<file path="src/rtl/timer_apb_arbiter_if.sv">
// Requester command/response bundle plus the APB master port of the arbiter.
// The master modport is the arbiter side; slave is the surrounding environment.
interface timer_apb_arbiter_if #(
    parameter int NREQ = 2
);
    logic [NREQ-1:0]   req_valid;
    logic [NREQ-1:0]   req_write;
    logic [NREQ*8-1:0] req_addr;
    logic [NREQ*8-1:0] req_wdata;
    logic [NREQ-1:0]   req_ready;
    logic [NREQ-1:0]   rsp_valid;
    logic [7:0]        rsp_rdata;
    logic              rsp_err;

    logic              psel;
    logic              penable;
    logic              pwrite;
    logic [7:0]        paddr;
    logic [7:0]        pwdata;
    logic [7:0]        prdata;
    logic              pready;
    logic              pslverr;

    modport master (
        input  req_valid, req_write, req_addr, req_wdata,
        input  prdata, pready, pslverr,
        output req_ready, rsp_valid, rsp_rdata, rsp_err,
        output psel, penable, pwrite, paddr, pwdata
    );

    modport slave (
        output req_valid, req_write, req_addr, req_wdata,
        output prdata, pready, pslverr,
        input  req_ready, rsp_valid, rsp_rdata, rsp_err,
        input  psel, penable, pwrite, paddr, pwdata
    );
endinterface

</file>
<file path="src/rtl/timer_apb_arbiter.sv">
// Round-robin APB master sharing the timer register port among NREQ requesters.
// One SETUP+ACCESS transfer per grant; responses return only to the winner.
module timer_apb_arbiter #(
    parameter int NREQ    = 2,
    parameter int TIMEOUT = 16
) (
    input logic                 pclk,
    input logic                 presetn,
    timer_apb_arbiter_if.master bus
);
    localparam int LW = (NREQ > 1) ? $clog2(NREQ) : 1;
    localparam int TW = (TIMEOUT > 1) ? $clog2(TIMEOUT) : 1;
    localparam logic [LW-1:0] LAST_IDX = LW'(NREQ - 1);

    typedef enum logic [1:0] {
        IDLE   = 2'd0,
        SETUP  = 2'd1,
        ACCESS = 2'd2
    } state_t;

    state_t          state;
    logic [LW-1:0]   last;
    logic [LW-1:0]   owner;
    logic [TW-1:0]   cnt;

    logic            sel;
    logic            enable;
    logic            dir;
    logic [7:0]      addr;
    logic [7:0]      wdata;
    logic [NREQ-1:0] rsp_hit;
    logic [7:0]      rdata;
    logic            err;

    logic            gnt_any;
    logic [LW-1:0]   gnt_idx;
    logic [LW-1:0]   scan;

    // Scan last+1, last+2, ... with wrap; first pending requester wins.
    always_comb begin
        gnt_any = 1'b0;
        gnt_idx = '0;
        scan    = (last == LAST_IDX) ? '0 : last + 1'b1;
        for (int i = 0; i < NREQ; i++) begin
            if (!gnt_any && bus.req_valid[scan]) begin
                gnt_any = 1'b1;
                gnt_idx = scan;
            end
            scan = (scan == LAST_IDX) ? '0 : scan + 1'b1;
        end
    end

    assign bus.req_ready = (presetn && state == IDLE && gnt_any)
                         ? (NREQ'(1) << gnt_idx) : '0;

    always_ff @(posedge pclk or negedge presetn) begin
        if (!presetn) begin
            state   <= IDLE;
            last    <= LAST_IDX;
            owner   <= '0;
            cnt     <= '0;
            sel     <= 1'b0;
            enable  <= 1'b0;
            dir     <= 1'b0;
            addr    <= 8'h00;
            wdata   <= 8'h00;
            rsp_hit <= '0;
            rdata   <= 8'h00;
            err     <= 1'b0;
        end else begin
            rsp_hit <= '0;
            unique case (state)
                IDLE: begin
                    if (gnt_any) begin
                        owner <= gnt_idx;
                        last  <= gnt_idx;
                        dir   <= bus.req_write[gnt_idx];
                        addr  <= bus.req_addr[{gnt_idx, 3'b000} +: 8];
                        wdata <= bus.req_wdata[{gnt_idx, 3'b000} +: 8];
                        sel   <= 1'b1;
                        state <= SETUP;
                    end
                end
                SETUP: begin
                    enable <= 1'b1;
                    cnt    <= '0;
                    state  <= ACCESS;
                end
                ACCESS: begin
                    if (bus.pready) begin
                        sel     <= 1'b0;
                        enable  <= 1'b0;
                        rsp_hit <= NREQ'(1) << owner;
                        rdata   <= dir ? 8'h00 : bus.prdata;
                        err     <= bus.pslverr;
                        state   <= IDLE;
                    end else if (cnt == TW'(TIMEOUT - 1)) begin
                        // Slave never answered: abort with an error response.
                        sel     <= 1'b0;
                        enable  <= 1'b0;
                        rsp_hit <= NREQ'(1) << owner;
                        rdata   <= 8'h00;
                        err     <= 1'b1;
                        state   <= IDLE;
                    end else begin
                        cnt <= cnt + 1'b1;
                    end
                end
                default: begin
                    sel    <= 1'b0;
                    enable <= 1'b0;
                    state  <= IDLE;
                end
            endcase
        end
    end

    assign bus.psel      = sel;
    assign bus.penable   = enable;
    assign bus.pwrite    = dir;
    assign bus.paddr     = addr;
    assign bus.pwdata    = wdata;
    assign bus.rsp_valid = rsp_hit;
    assign bus.rsp_rdata = rdata;
    assign bus.rsp_err   = err;
endmodule
</file>
<file path="src/flat_wrapper.sv">
// flat-port wrapper written by rule: the top's interface ports become plain ports
module timer_apb_arbiter_flat 
#(
    parameter int NREQ    = 2,
    parameter int TIMEOUT = 16
)
  (pclk, presetn, bus_req_valid, bus_req_write, bus_req_addr, bus_req_wdata, bus_prdata, bus_pready, bus_pslverr, bus_req_ready, bus_rsp_valid, bus_rsp_rdata, bus_rsp_err, bus_psel, bus_penable, bus_pwrite, bus_paddr, bus_pwdata);
  timer_apb_arbiter_if #(.NREQ(NREQ)) bus_i ();
  input logic pclk;
  input logic presetn;
  input wire logic [$bits(bus_i.req_valid)-1:0] bus_req_valid;
  input wire logic [$bits(bus_i.req_write)-1:0] bus_req_write;
  input wire logic [$bits(bus_i.req_addr)-1:0] bus_req_addr;
  input wire logic [$bits(bus_i.req_wdata)-1:0] bus_req_wdata;
  input wire logic [$bits(bus_i.prdata)-1:0] bus_prdata;
  input wire logic [$bits(bus_i.pready)-1:0] bus_pready;
  input wire logic [$bits(bus_i.pslverr)-1:0] bus_pslverr;
  output wire logic [$bits(bus_i.req_ready)-1:0] bus_req_ready;
  output wire logic [$bits(bus_i.rsp_valid)-1:0] bus_rsp_valid;
  output wire logic [$bits(bus_i.rsp_rdata)-1:0] bus_rsp_rdata;
  output wire logic [$bits(bus_i.rsp_err)-1:0] bus_rsp_err;
  output wire logic [$bits(bus_i.psel)-1:0] bus_psel;
  output wire logic [$bits(bus_i.penable)-1:0] bus_penable;
  output wire logic [$bits(bus_i.pwrite)-1:0] bus_pwrite;
  output wire logic [$bits(bus_i.paddr)-1:0] bus_paddr;
  output wire logic [$bits(bus_i.pwdata)-1:0] bus_pwdata;
  assign bus_i.req_valid = bus_req_valid;
  assign bus_i.req_write = bus_req_write;
  assign bus_i.req_addr = bus_req_addr;
  assign bus_i.req_wdata = bus_req_wdata;
  assign bus_i.prdata = bus_prdata;
  assign bus_i.pready = bus_pready;
  assign bus_i.pslverr = bus_pslverr;
  assign bus_req_ready = bus_i.req_ready;
  assign bus_rsp_valid = bus_i.rsp_valid;
  assign bus_rsp_rdata = bus_i.rsp_rdata;
  assign bus_rsp_err = bus_i.rsp_err;
  assign bus_psel = bus_i.psel;
  assign bus_penable = bus_i.penable;
  assign bus_pwrite = bus_i.pwrite;
  assign bus_paddr = bus_i.paddr;
  assign bus_pwdata = bus_i.pwdata;
  timer_apb_arbiter #(.NREQ(NREQ), .TIMEOUT(TIMEOUT)) u_core (.pclk(pclk), .presetn(presetn), .bus(bus_i));
endmodule
</file>
<file path="config.mk">
export PLATFORM = sky130hd
export DESIGN_NAME = timer_apb_arbiter_flat
export DESIGN_NICKNAME = d
export VERILOG_FILES = /design/src/rtl/timer_apb_arbiter_if.sv /design/src/rtl/timer_apb_arbiter.sv /design/src/flat_wrapper.sv
export SDC_FILE = /design/constraint.sdc
export NUM_CORES = 1
export LEC_CHECK = 0
export CAP_MARGIN = 10
export CORE_ASPECT_RATIO = 0.9
export CORE_MARGIN = 2
export CORE_UTILIZATION = 41
export CTS_BUF_LIST = sky130_fd_sc_hd__clkbuf_16
export CTS_CLUSTER_SIZE = 30
export DETAILED_ROUTE_END_ITERATION = 10
export HOLD_SLACK_MARGIN = 0.1
export MAX_ROUTING_LAYER = met4
export PLACE_DENSITY = 0.8
export SLEW_MARGIN = 10
export SYNTH_ARGS = -nofsm -noshare
export SYNTH_HDL_FRONTEND = slang
export SYNTH_SLANG_ARGS = --single-unit
</file>
<file path="constraint.sdc">
create_clock -name pclk -period 1.9 [get_ports pclk]
set_input_delay 0.19 -clock pclk [delete_from_list [all_inputs] [get_ports pclk]]
set_output_delay 0.19 -clock pclk [all_outputs]
set_load 0.02 [all_outputs]
</file>
[Yosys cells after proc, flatten, opt, wreduce, memory -nomap -nowiden]
Cells that the tools add are included.
W data, S select, Z words.
Word-level totals
  register bits after elaboration: 38
  output and inout bits: 32
  logic and storage cells: 77
Cells by class
  multiplexer cells: 33
  bitwise gates (word level): 2
  eq/ne operators: 7
  add/subtract/negate cells: 3
  shift operators: 4
  order comparisons: 3
  reductions and logical operators: 13
Operators by type and width (count)
  $shiftx A16 B5 Y8: 2
  $mux W8: 3
  $mux W1: 17
  $mux W2: 7
  $mux W4: 2
  $pmux W4 S2: 1
  $reduce_and A2 Y1: 4
  $lt A1 B2 Y1 const B: 3
  $pmux W1 S3: 2
  $pmux W2 S3: 1
  $reduce_and A3 Y1: 2
  $add A4 B1 Y4 const B: 1
  $eq A4 B4 Y1 const B: 1
  $ne A2 B2 Y1 const B: 2
  $reduce_bool A2 Y1: 2
  $shl A1 B1 Y2 const A: 2
  $logic_and A1 B1 Y1: 3
  $ne A3 B2 Y1 const B: 1
  $add A1 B1 Y1 const B: 2
  $eq A2 B1 Y1 const B: 1
  $eq A2 B2 Y1 const B: 1
  $logic_not A2 Y1: 1
  $ne A2 B1 Y1 const B: 1
  $not A1 Y1: 2
  $logic_not A1 Y1: 1

[Depth between registers and ports, before layout]
  word-level depth: 10
  gate-level depth with buffers: 5

[Least setup slack after synthesis]
No wires, ideal clock.
  path type: reg-to-output
  from: reg u_core.last
  to: out bus_req_ready[1]
  setup slack: 250 ps
  arrival: 1460 ps
  required time: 1710 ps
  stages on the path, launching flop included: 4
  buffers on the path: 1
  path through: dfstp_2 a21bo_2 buf_6 nor4b_1
On the way
  word-level cells in the longest chain between the ends: 10
  elaborated cells on any way between the ends: 17
  classes of those cells: 2 x add/sub; 1 x shift; 11 x mux; 3 x reduce/logical
RTL lines
  from (decl): RTL line timer_apb_arbiter.sv:22  | logic [LW-1:0] last;
  from (signal assigned): RTL line timer_apb_arbiter.sv:76  | last <= gnt_idx;
  $add A1 B1 Y1: RTL line timer_apb_arbiter.sv:43  | scan = (last == LAST_IDX) ? '0 : last + 1'b1;
  $mux W1 *: RTL line timer_apb_arbiter.sv:43
  $add A1 B1 Y1 or $mux W1 (tied branches): RTL line timer_apb_arbiter.sv:49, timer_apb_arbiter.sv:45
  $mux W1 (on tied branches): RTL line timer_apb_arbiter.sv:49, timer_apb_arbiter.sv:45
  $mux W1 (not written as such): RTL line timer_apb_arbiter.sv:45  | if (!gnt_any && bus.req_valid[scan]) begin
  $mux W1 (not written as such) or $logic_not A1 Y1 (tied branches): RTL line timer_apb_arbiter.sv:45
  $logic_and A1 B1 Y1: RTL line timer_apb_arbiter.sv:45
  $mux W1: RTL line timer_apb_arbiter.sv:45
  $shl A1 B1 Y2 or $logic_and A1 B1 Y1 (tied branches): RTL line timer_apb_arbiter.sv:54, timer_apb_arbiter.sv:53
  $mux W2 *: RTL line timer_apb_arbiter.sv:54  | ? (NREQ'(1) << gnt_idx) : '0;
  to (decl): RTL line flat_wrapper.sv:18  | output wire logic [$bits(bus_i.req_ready)-1:0] bus_req_ready;
Mark *: on every way between the ends. The rest lies on a longest branch, timed or not. The select of a mux whose other input is x is not followed.

[Worst setup path in the final report]
  from: in bus_req_valid[1]
  to: out bus_req_ready[1]
On the way
  word-level cells in the longest chain between the ends: 8
  elaborated cells on any way between the ends: 13
  classes of those cells: 1 x shift; 9 x mux; 3 x reduce/logical
RTL lines
  from (decl): RTL line flat_wrapper.sv:11  | input wire logic [$bits(bus_i.req_valid)-1:0] bus_req_valid;
  $mux W1 (not written as such) (2 in a row): RTL line timer_apb_arbiter.sv:45
  $mux W1: RTL line timer_apb_arbiter.sv:45
  $logic_not A1 Y1: RTL line timer_apb_arbiter.sv:45
  $logic_and A1 B1 Y1: RTL line timer_apb_arbiter.sv:45
  $mux W1: RTL line timer_apb_arbiter.sv:45
  $shl A1 B1 Y2 or $logic_and A1 B1 Y1 (tied branches): RTL line timer_apb_arbiter.sv:54, timer_apb_arbiter.sv:53
  $mux W2 *: RTL line timer_apb_arbiter.sv:54
Marks and branches as above.

==> results.sh <==
export IMPL_cp_max_fo=2
export IMPL_worst_pin_slew_ns=0.519
export IMPL_wire_per_inst_um=15.7
export IMPL_cts_buffer_depth=2
export IMPL_ys_flop_type="dfrtp_1"
export IMPL_gp_congestion=0.840
export IMPL_synthArstFlopShare=1.00
export IMPL_n_antenna_cell=0
export IMPL_design_core_area_um2=4070
export IMPL_firstDrtPassIters=4
export IMPL_ys_warnings_count=0
export IMPL_insertion_delay_ns=0.28
export IMPL_met3_length_um=282
export IMPL_num_rows=22
export IMPL_synth_top_cell_area_share=0.532
export IMPL_min_from="u_core.owner"
export IMPL_io_buffer_count=79
export IMPL_start_util=0.427
export IMPL_highest_layer="met4"
export IMPL_synth_area_um2=1740
export IMPL_synth_commonest_cells="dfrtp_1, mux2_2, a22o_1"
export IMPL_r2r_end="u_core.bus.rsp_rdata[5]"
export IMPL_critPathRequiredTime_ns=1.71
export IMPL_dp_hpwl_um=3020
export IMPL_grt_usage=0.201
export IMPL_slew_headroom=0.653
export IMPL_r2r_slack_ns=0.18
export IMPL_final_nets=267
export IMPL_cts_made_buffers=5
export IMPL_fp_dieW_um=72.7
export IMPL_slew_violations=0
export IMPL_hp_class="register to register"
export IMPL_synth_top_area_cell="dfrtp_1"
export IMPL_syn_nets=179
export IMPL_timing_final_hold_violations=0
export IMPL_finClkSkew_ns=0.00559
export IMPL_post_cts_buffers=0
export IMPL_power_density_nw_per_um2=1600
export IMPL_drc=0
export IMPL_num_vias=1419
export IMPL_drt_iter0_drc=68
export IMPL_rsz0062_at_grt="no"
export IMPL_synth_edff_count=0
export IMPL_wl_met2_um=2120
export IMPL_synth_seq_cells=38
export IMPL_syn_instance_count=130
export IMPL_dieHeight_um=65.8
export IMPL_reg2regPathDepth=4
export IMPL_ios=80
export IMPL_via_per_inst=5.31
export IMPL_syn2layout_area_growth_pct=59.1
export IMPL_gr_total_overflow=0
export IMPL_clock_sinks=38
export IMPL_drive_gt1_frac=0.251
export IMPL_antenna_found_initial=0
export IMPL_crit_arrival_ns=1.63
export IMPL_fin_util=0.679
export IMPL_final_setup_tns_ns=0
export IMPL_syn_avg_cell_area_um2=13.4
export IMPL_p_leak_nw=1.18
export IMPL_crit_type="input port to primary output"
export IMPL_dp_cells=258
export IMPL_grt_max_degree=39
export IMPL_instances_no_fill=267
export IMPL_yosysMostFrequentCell="dfrtp_1"
export IMPL_worstReg2RegStart="u_core.cnt[0]"
export IMPL_endpoint_kind="primary output"
export IMPL_whs_path_depth=1
export IMPL_drv_cap=0
export IMPL_cts_tree="done"
export IMPL_synthTopCellsByArea="dfrtp_1, mux2_2, a22o_1"
export IMPL_finalSetupViolCount=0
export IMPL_ys_seq_area_frac=0.547
export IMPL_fin_crit_ns=1.82
export IMPL_peakVddDrop_mv=1.04
export IMPL_routed_wl_um=4210
export IMPL_cts_max_level=2
export IMPL_synth_cell_types=29
export IMPL_holdPathEnd="u_core.bus.rsp_valid[0]"
export IMPL_clock_fmax_mhz=550
export IMPL_grt_pass1_vias=1572
export IMPL_status="finished, final reports clean"
export IMPL_grt_pass1_wl_um=7040
export IMPL_cts_root_buf="clkbuf_16"
export IMPL_path_clk_slew_ns=0.06
export IMPL_die_area_um2=4780
export IMPL_startpoint_type="input port"
export IMPL_finalCritPeriodShare=0.957
export IMPL_drt_antenna_violating_nets=0
export IMPL_met1Wirelength_um=1720
==> metal layers <==
metal / vias up / track usage
li1: 657 / -
met1: 691 / 0.225
met2: 60 / 0.349
met3: 11 / 0.0442
met4: 0 / 0.0810
met5: - / -
==> layout by cell type, fill, tap and decap left out, drive strengths merged <==
cell type	instances
o21ai	2
clkinv	2
inv	4
a311oi	1
o32ai	1
nor4b	2
a22o	10
nor2	5
dlygate4sd1	1
nand3b	1
clkdlybuf4s50	76
a21bo	1
mux2i	1
and4b	1
a311o	1
a21o	1
a21boi	2
buf	9
ha	1
clkbuf	6
a31oi	3
nand2	4
a211oi	1
dfrtp	37
or3b	1
mux2	34
o21a	2
dlygate4sd3	1
and3	1
nor4bb	1
dfstp	1
a21oi	4
bufinv	1
==> where the power goes <==
part | switching (W) | internal (W) | leakage, nW
Combinational | 0.000960 | 0.00112 | 0.628
Sequential | 0.000217 | 0.00119 | 0.466
Clock | 0.000312 | 0.000613 | 0.0836
==> worst max-delay path: stages <==
cell and delay (ns):
clkdlybuf4s50_1 0.48, a21bo_2 0.25, nor4b_1 0.35, dlygate4sd1_1 0.36
==> state kept, by name, summed over array words and instances, names as in the netlist, 2 cells and up <==
name,flops
u_core.bus.paddr,8
u_core.bus.pwdata,8
u_core.bus.rsp_rdata,8
u_core.bus.rsp_valid,2
u_core.cnt,4
u_core.state,2
==> layout make-up <==
type | instances | area, um^2
fillers | 300 | 1310
flip-flops and latches | 38 | 952
repair buffers | 88 | 853
multi-input cells | 81 | 721
clock buffers | 5 | 125
well taps | 48 | 60.1
clock inverters | 3 | 40.0
inverters | 4 | 15.0
==> worst max path at each step <==
stage,depth (start not counted),end,slack [ns],from
2_1_floorplan,3,bus_req_ready[1],0.25,u_core.last
3_3_place_gp,4,bus_req_ready[1],-0.25,bus_req_valid[1]
3_5_place_dp,4,bus_req_ready[1],-0.27,bus_req_valid[1]
4_1_cts,4,bus_req_ready[1],0.03,bus_req_valid[1]
5_1_grt,4,bus_req_ready[1],0.01,bus_req_valid[1]
6_report,4,bus_req_ready[1],0.08,bus_req_valid[1]
==> logic make-up (layout without fill, tap and decap cells) <==
kind of cell | count (synthesis) | in the layout | share of synthesized area
compound gates | 29 | 29 | 0.126
mux | 35 | 35 | 0.226
fa+ha+maj | 1 | 1 | 0.00719
flops | 38 | 38 | 0.547
simple gates | 16 | 16 | 0.0554
buf+inv | 11 | 100 | 0.0381
==> what timing repair did <==
| action | 4_1_cts | 5_1_grt |
|---|---|---|
| setup endpoints to repair | 2 | 2 |
| pin swaps | 0 | 0 |
| hold buffers | 1 | 0 |
| hold endpoints to repair | 37 | 0 |
| gates cloned | 0 | 0 |
| gates resized for setup | 3 | 4 |
==> through the flow <==
| stage | total power, W | cell area (um^2) | worst slack (ns) | hold slack (ns) |
|---|---|---|---|---|
| 2_1_floorplan | 0.00257 | 1740 | 0.250 | -0.106 |
| 4_1_cts | 0.00446 | 2770 | 0.0300 | 0.433 |
| 3_3_place_gp | 0.00343 | 2590 | -0.254 | 0.334 |
| 3_5_place_dp | 0.00350 | 2590 | -0.271 | 0.328 |
| 6_report | 0.00441 | 2770 | 0.0822 | 0.437 |
| 5_1_grt | 0.00466 | 2770 | 0.0116 | 0.463 |
No activity file was read; power rests on OpenSTA's default activity.
==> patch 1, RTL diff (same flow settings) <==
`TIMEOUT` is set to 16 in 2 places; all go to 8.
--- a/src/rtl/timer_apb_arbiter.sv
+++ b/src/rtl/timer_apb_arbiter.sv
@@ -2,7 +2,7 @@
 // One SETUP+ACCESS transfer per grant; responses return only to the winner.
 module timer_apb_arbiter #(
     parameter int NREQ    = 2,
-    parameter int TIMEOUT = 16
+    parameter int TIMEOUT = 8
 ) (
     input logic                 pclk,
     input logic                 presetn,
--- a/src/flat_wrapper.sv
+++ b/src/flat_wrapper.sv
@@ -2,7 +2,7 @@
 module timer_apb_arbiter_flat 
 #(
     parameter int NREQ    = 2,
-    parameter int TIMEOUT = 16
+    parameter int TIMEOUT = 8
 )
   (pclk, presetn, bus_req_valid, bus_req_write, bus_req_addr, bus_req_wdata, bus_prdata, bus_pready, bus_pslverr, bus_req_ready, bus_rsp_valid, bus_rsp_rdata, bus_rsp_err, bus_psel, bus_penable, bus_pwrite, bus_paddr, bus_pwdata);
   timer_apb_arbiter_if #(.NREQ(NREQ)) bus_i ();
Check against the original RTL: no difference found for any inputs over 10 cycles, from zero or initial values and one cycle with presetn low; that may be too few to reach the edited logic, so the function may still have changed.
==> patch 1 against the original RTL <==
- utilization down 2.5 points
- clock power down 12%
- count of clock-buffer cells in the layout did not move
- design area increased by 4.1%
- fmax up 0.15%
- worst setup slack improved by 0.0028 ns
- global-route usage shrank 2.8 points
- combinational power grew 8%
- wire length decreased by 6.6%
- clock skew shrank 0.0018 ns
- power is 0.71% higher
- sequential cell count is 1 lower
- area after synthesis increased by 6.4%
- critical path type is now reg -> out
- critical endpoint is now bus_req_ready[0]
- largest power group unchanged
==> patch 1: results (changes against the original RTL) <==
- Clock Skews: 0.00378 ns (was 0.00559 ns)
- Met2 Routed Length: 1870 um (was 2120 um)
- Wirelength per Cell: 13.5 um (was 15.7 um)
- Global-route wire length before repair: 6240 um (was 7040 um)
- Post-Layout Cell Count: 291 (was 267)
- Initial DRC Count: 75 (was 68)
- R2r setup slk: 0.25 ns (was 0.18 ns)
- Post-layout nets: 278 (was 267)
- Layout cells sized above 1: 24.5% (was 25.1%)
- Worst Setup Path Type: reg -> out (was in -> out)
- Reg2reg end: u_core.bus.pwrite$_DFFE_PN0P_ (was u_core.bus.rsp_rdata[5]$_DFFE_PN0P_)
- Placed cell count: 282 (was 258)
- Rel. slew slack: 77.0% (was 65.3%)
- Top cells by area, synth: dfrtp_1, mux2_4, o21ai_0 (was dfrtp_1, mux2_2, a22o_1)
- Post-CTS Setup Inserts: 0 (unchanged)
- Largest net degree at the start of global routing: 24 (was 39)
- HPWL after DPL: 2900 um (was 3020 um)
- Syn Nets: 190 (was 179)
- Crit path capture: bus_req_ready[0] (was bus_req_ready[1])
- Post-synthesis cell count: 140 (was 130)
- Status: complete, no violations (unchanged)
- Worst vdd ir: 0.721 mV (was 1.04 mV)
- Avg Vias per Cell: 4.82 (was 5.31)
- Seq/Total Area, Yosys: 50.1% (was 54.7%)
- GPL Wtd Cong: 0.784 (was 0.840)
-- patch 1: cell count changes after synthesis, sizes merged, moves of 2 or more --
| cell | before | now |
|---|---|---|
| o21ai | 2 | 17 |
| inv | 4 | 2 |
| a22o | 10 | 5 |
| a21boi | 2 | 0 |
| nand2 | 4 | 11 |
| buf | 5 | 7 |
| a31oi | 3 | 1 |
-- patch 1: metrics by stage --
step	TNS [ns]	setup WS, ns	area (um^2)
detailed placement	-0.201	-0.132	2730
floorplan	0	0.248	1850
global placement	-0.183	-0.140	2730
global route	0	0.0191	2880
finish	0	0.0850	2880
CTS	0	0.0730	2880
-- patch 1: worst max-delay path, stage by stage, from the launching register on --
cell	delay, ns
dfstp_2	0.54
a21bo_1	0.14
buf_4	0.17
and3_1	0.16
dlygate4sd2_1	0.33
-- patch 1: worst min path at each step --
stage                                  start                                end  slack (ns)
finish              u_core.owner$_DFFE_PN0P_  u_core.bus.rsp_valid[0]$_DFF_PN0_        0.44
global route        u_core.owner$_DFFE_PN0P_  u_core.bus.rsp_valid[0]$_DFF_PN0_        0.45
CTS                 u_core.owner$_DFFE_PN0P_  u_core.bus.rsp_valid[0]$_DFF_PN0_        0.43
detailed placement                   presetn   u_core.bus.pwdata[3]$_DFFE_PN0P_        0.16
global placement                     presetn        u_core.state[0]$_DFFE_PN0P_        0.16
floorplan                            presetn    u_core.bus.paddr[0]$_DFFE_PN0P_       -0.11
-- patch 1: repair_timing --
action / CTS / global route
hold buffers: 1 / 0
endpoints found under the setup margin: 2 / 0
endpoints found under the hold margin: 37 / 0
resized for setup: 2 / 0
-- patch 1: power by group --
part	internal (mW)	switching, mW
logic	1.25	0.995
clock network	0.487	0.324
registers	1.17	0.220
-- patch 1: cell type report --
type | count | share of cell area, %
clock buffer | 5 | 4.34
clock inverter | 3 | 0.738
inverter | 2 | 0.261
multi-input combinational | 91 | 29.4
sequential | 37 | 32.2
tap | 62 | 2.69
timing repair buffer | 91 | 30.4
-- patch 1: kinds of logic (layout without fill, tap and decap cells) --
family / count (synthesis) / in the layout / synth area share [%]
compound gates: 31 / 31 / 10.3
mux: 35 / 35 / 28.1
simple gates: 23 / 23 / 5.88
fa+ha+maj: 2 / 2 / 1.35
flops: 37 / 37 / 50.1
buf+inv: 12 / 101 / 4.19
-- patch 1: metal layers --
metal | vias up | track usage [%]
met5 | - | -
met4 | 0 | 6.03
met3 | 4 | 5.52
met2 | 67 | 27.3
met1 | 664 | 21.0
li1 | 669 | -
==> patch 2, RTL diff (config.mk and constraints unchanged) <==
Made on the original files. Encoding of `state_t`: now one-hot (3 bits for 3 states).
--- a/src/rtl/timer_apb_arbiter.sv
+++ b/src/rtl/timer_apb_arbiter.sv
@@ -12,10 +12,10 @@
     localparam int TW = (TIMEOUT > 1) ? $clog2(TIMEOUT) : 1;
     localparam logic [LW-1:0] LAST_IDX = LW'(NREQ - 1);
 
-    typedef enum logic [1:0] {
-        IDLE   = 2'd0,
-        SETUP  = 2'd1,
-        ACCESS = 2'd2
+    typedef enum logic [2:0] {
+        IDLE   = 3'b001,
+        SETUP  = 3'b010,
+        ACCESS = 3'b100
     } state_t;
 
     state_t          state;
Function: same outputs for any inputs over 10 cycles, from zero or initial values and one cycle with presetn low; not proved beyond that.
==> patch 2 against the original RTL <==
- area after synthesis increased by 15%
- wire length is 5.9% higher
- critical path depth did not move
- design area grew 10%
- first-iteration DRC count increased by 4.4%
- largest power group unchanged
- sequential cell count is 1 higher
- cell count up 13%
- power grew 8.0%
- fmax shrank 2.2%
- worst hold slack worse by 0.10 ns
- worst setup slack worse by 0.041 ns
==> patch 2: results (changes against the original RTL) <==
- Status: complete, no violations (unchanged)
- Mux contribution to synthesized area: 24.1% (was 22.6%)
- Crit-path slowest cell: dfstp_2 (was clkdlybuf4s50_1)
- Worst path arrival time: 1.67 ns (was 1.63 ns)
- Post-Synth Adder-Cell Area: 0.623% (was 0.719%)
- Via count: 1,510 (was 1,419)
- Synth Area in Compound Gates: 10.7% (was 12.6%)
- Setup ws final: 0.0408 ns (was 0.0822 ns)
- Hold Crit Class: in -> async (was reg -> reg)
- Crit path capture: bus_req_ready[0] (was bus_req_ready[1])
- Clock Skews: 0.00483 ns (was 0.00559 ns)
- Post-layout nets: 285 (was 267)
- Wirelength per Cell: 14.8 um (was 15.7 um)
- Slowest stage delay, CP: 0.53 ns (was 0.48 ns)
- Worst slack, placed: -0.0931 ns (was -0.271 ns)
- Static Leak: 1.33 nW (was 1.18 nW)
- Post-Layout Cell Count: 302 (was 267)
- Fill count: 374 (was 300)
- R2r setup slk: 0.22 ns (was 0.18 ns)
- Global-route wire length before repair: 7450 um (was 7040 um)
- GPL Wtd Cong: 0.759 (was 0.840)
- GR Util All Layers: 17.7% (was 20.1%)
- Largest net degree at the start of global routing: 20 (was 39)
- Top cells by area, synth: dfrtp_1, mux2_4, a22o_1 (was dfrtp_1, mux2_2, a22o_1)
- HPWL after DPL: 3200 um (was 3020 um)
- Layout cells sized above 1: 26.6% (was 25.1%)
- Vias in the first global route: 1,569 (was 1,572)
- RR Startpoint: u_core.state[0]$_DFFE_PN1P_ (was u_core.cnt[0]$_DFFE_PN0P_)
- Worst vdd ir: 0.852 mV (was 1.04 mV)
- Initial DRC Count: 71 (was 68)
- Reg2reg end: u_core.bus.pwdata[6]$_DFFE_PN0P_ (was u_core.bus.rsp_rdata[5]$_DFFE_PN0P_)
- Rel. slew slack: 68.1% (was 65.3%)
patch 2: power breakdown:
part / total (mW) / switching, mW / internal, mW
sequential: 1.45 / 0.238 / 1.21
combinational: 2.37 / 1.03 / 1.35
clock: 0.940 / 0.322 / 0.618
total: 4.77 / 1.59 / 3.18
patch 2: metal layers:
layer / wire, um / vias up / global-route usage [%] / part of all wire [%]
li1: - / 713 / - / -
met1: 2020 / 720 / 22.4 / 45
met2: 2060 / 73 / 28.4 / 46
met3: 339 / 4 / 5.43 / 7.6
met4: 33 / 0 / 3.37 / 0.74
met5: 0 / - / - / 0
patch 2: cell type report:
| type | count | area share (%) |
|---|---|---|
| sequential | 39 | 32.1 |
| multi-input combinational | 95 | 30.4 |
| timing repair buffer | 91 | 28.8 |
| clock buffer | 5 | 4.11 |
| tap | 65 | 2.67 |
| clock inverter | 3 | 1.44 |
| inverter | 4 | 0.493 |
patch 2: critical path: cells and delay by family (launching register included):
kind	cells	cell delay, ns
buffers and inverters	1	0.35
AND/OR/NAND/NOR	3	0.51
flip-flops	1	0.53
patch 2: what timing repair did:
action                                  in CTS  in global routing
hold buffers                                 1                  0
endpoints found under the setup margin       2                  0
gates resized for setup                      2                  0
hold endpoints to repair                     9                  0
patch 2: logic make-up after synthesis:
kind of cell / Yosys count
multiplexers: 34
buffers and inverters: 12
flip-flops: 39
AO/OA/AOI/OAI: 29
AND/OR/NAND/NOR: 31
adder cells (fa/ha/maj): 1
patch 2: per-stage QoR:
step	instance area, um^2	setup TNS (ns)	hold WS, ns
floorplan	2010	0	-0.106
global placement	2870	-0.106	0.0886
detailed placement	2870	-0.281	0.0865
CTS	3040	0	0.341
global route	3040	0	0.349
finish	3040	0	0.334
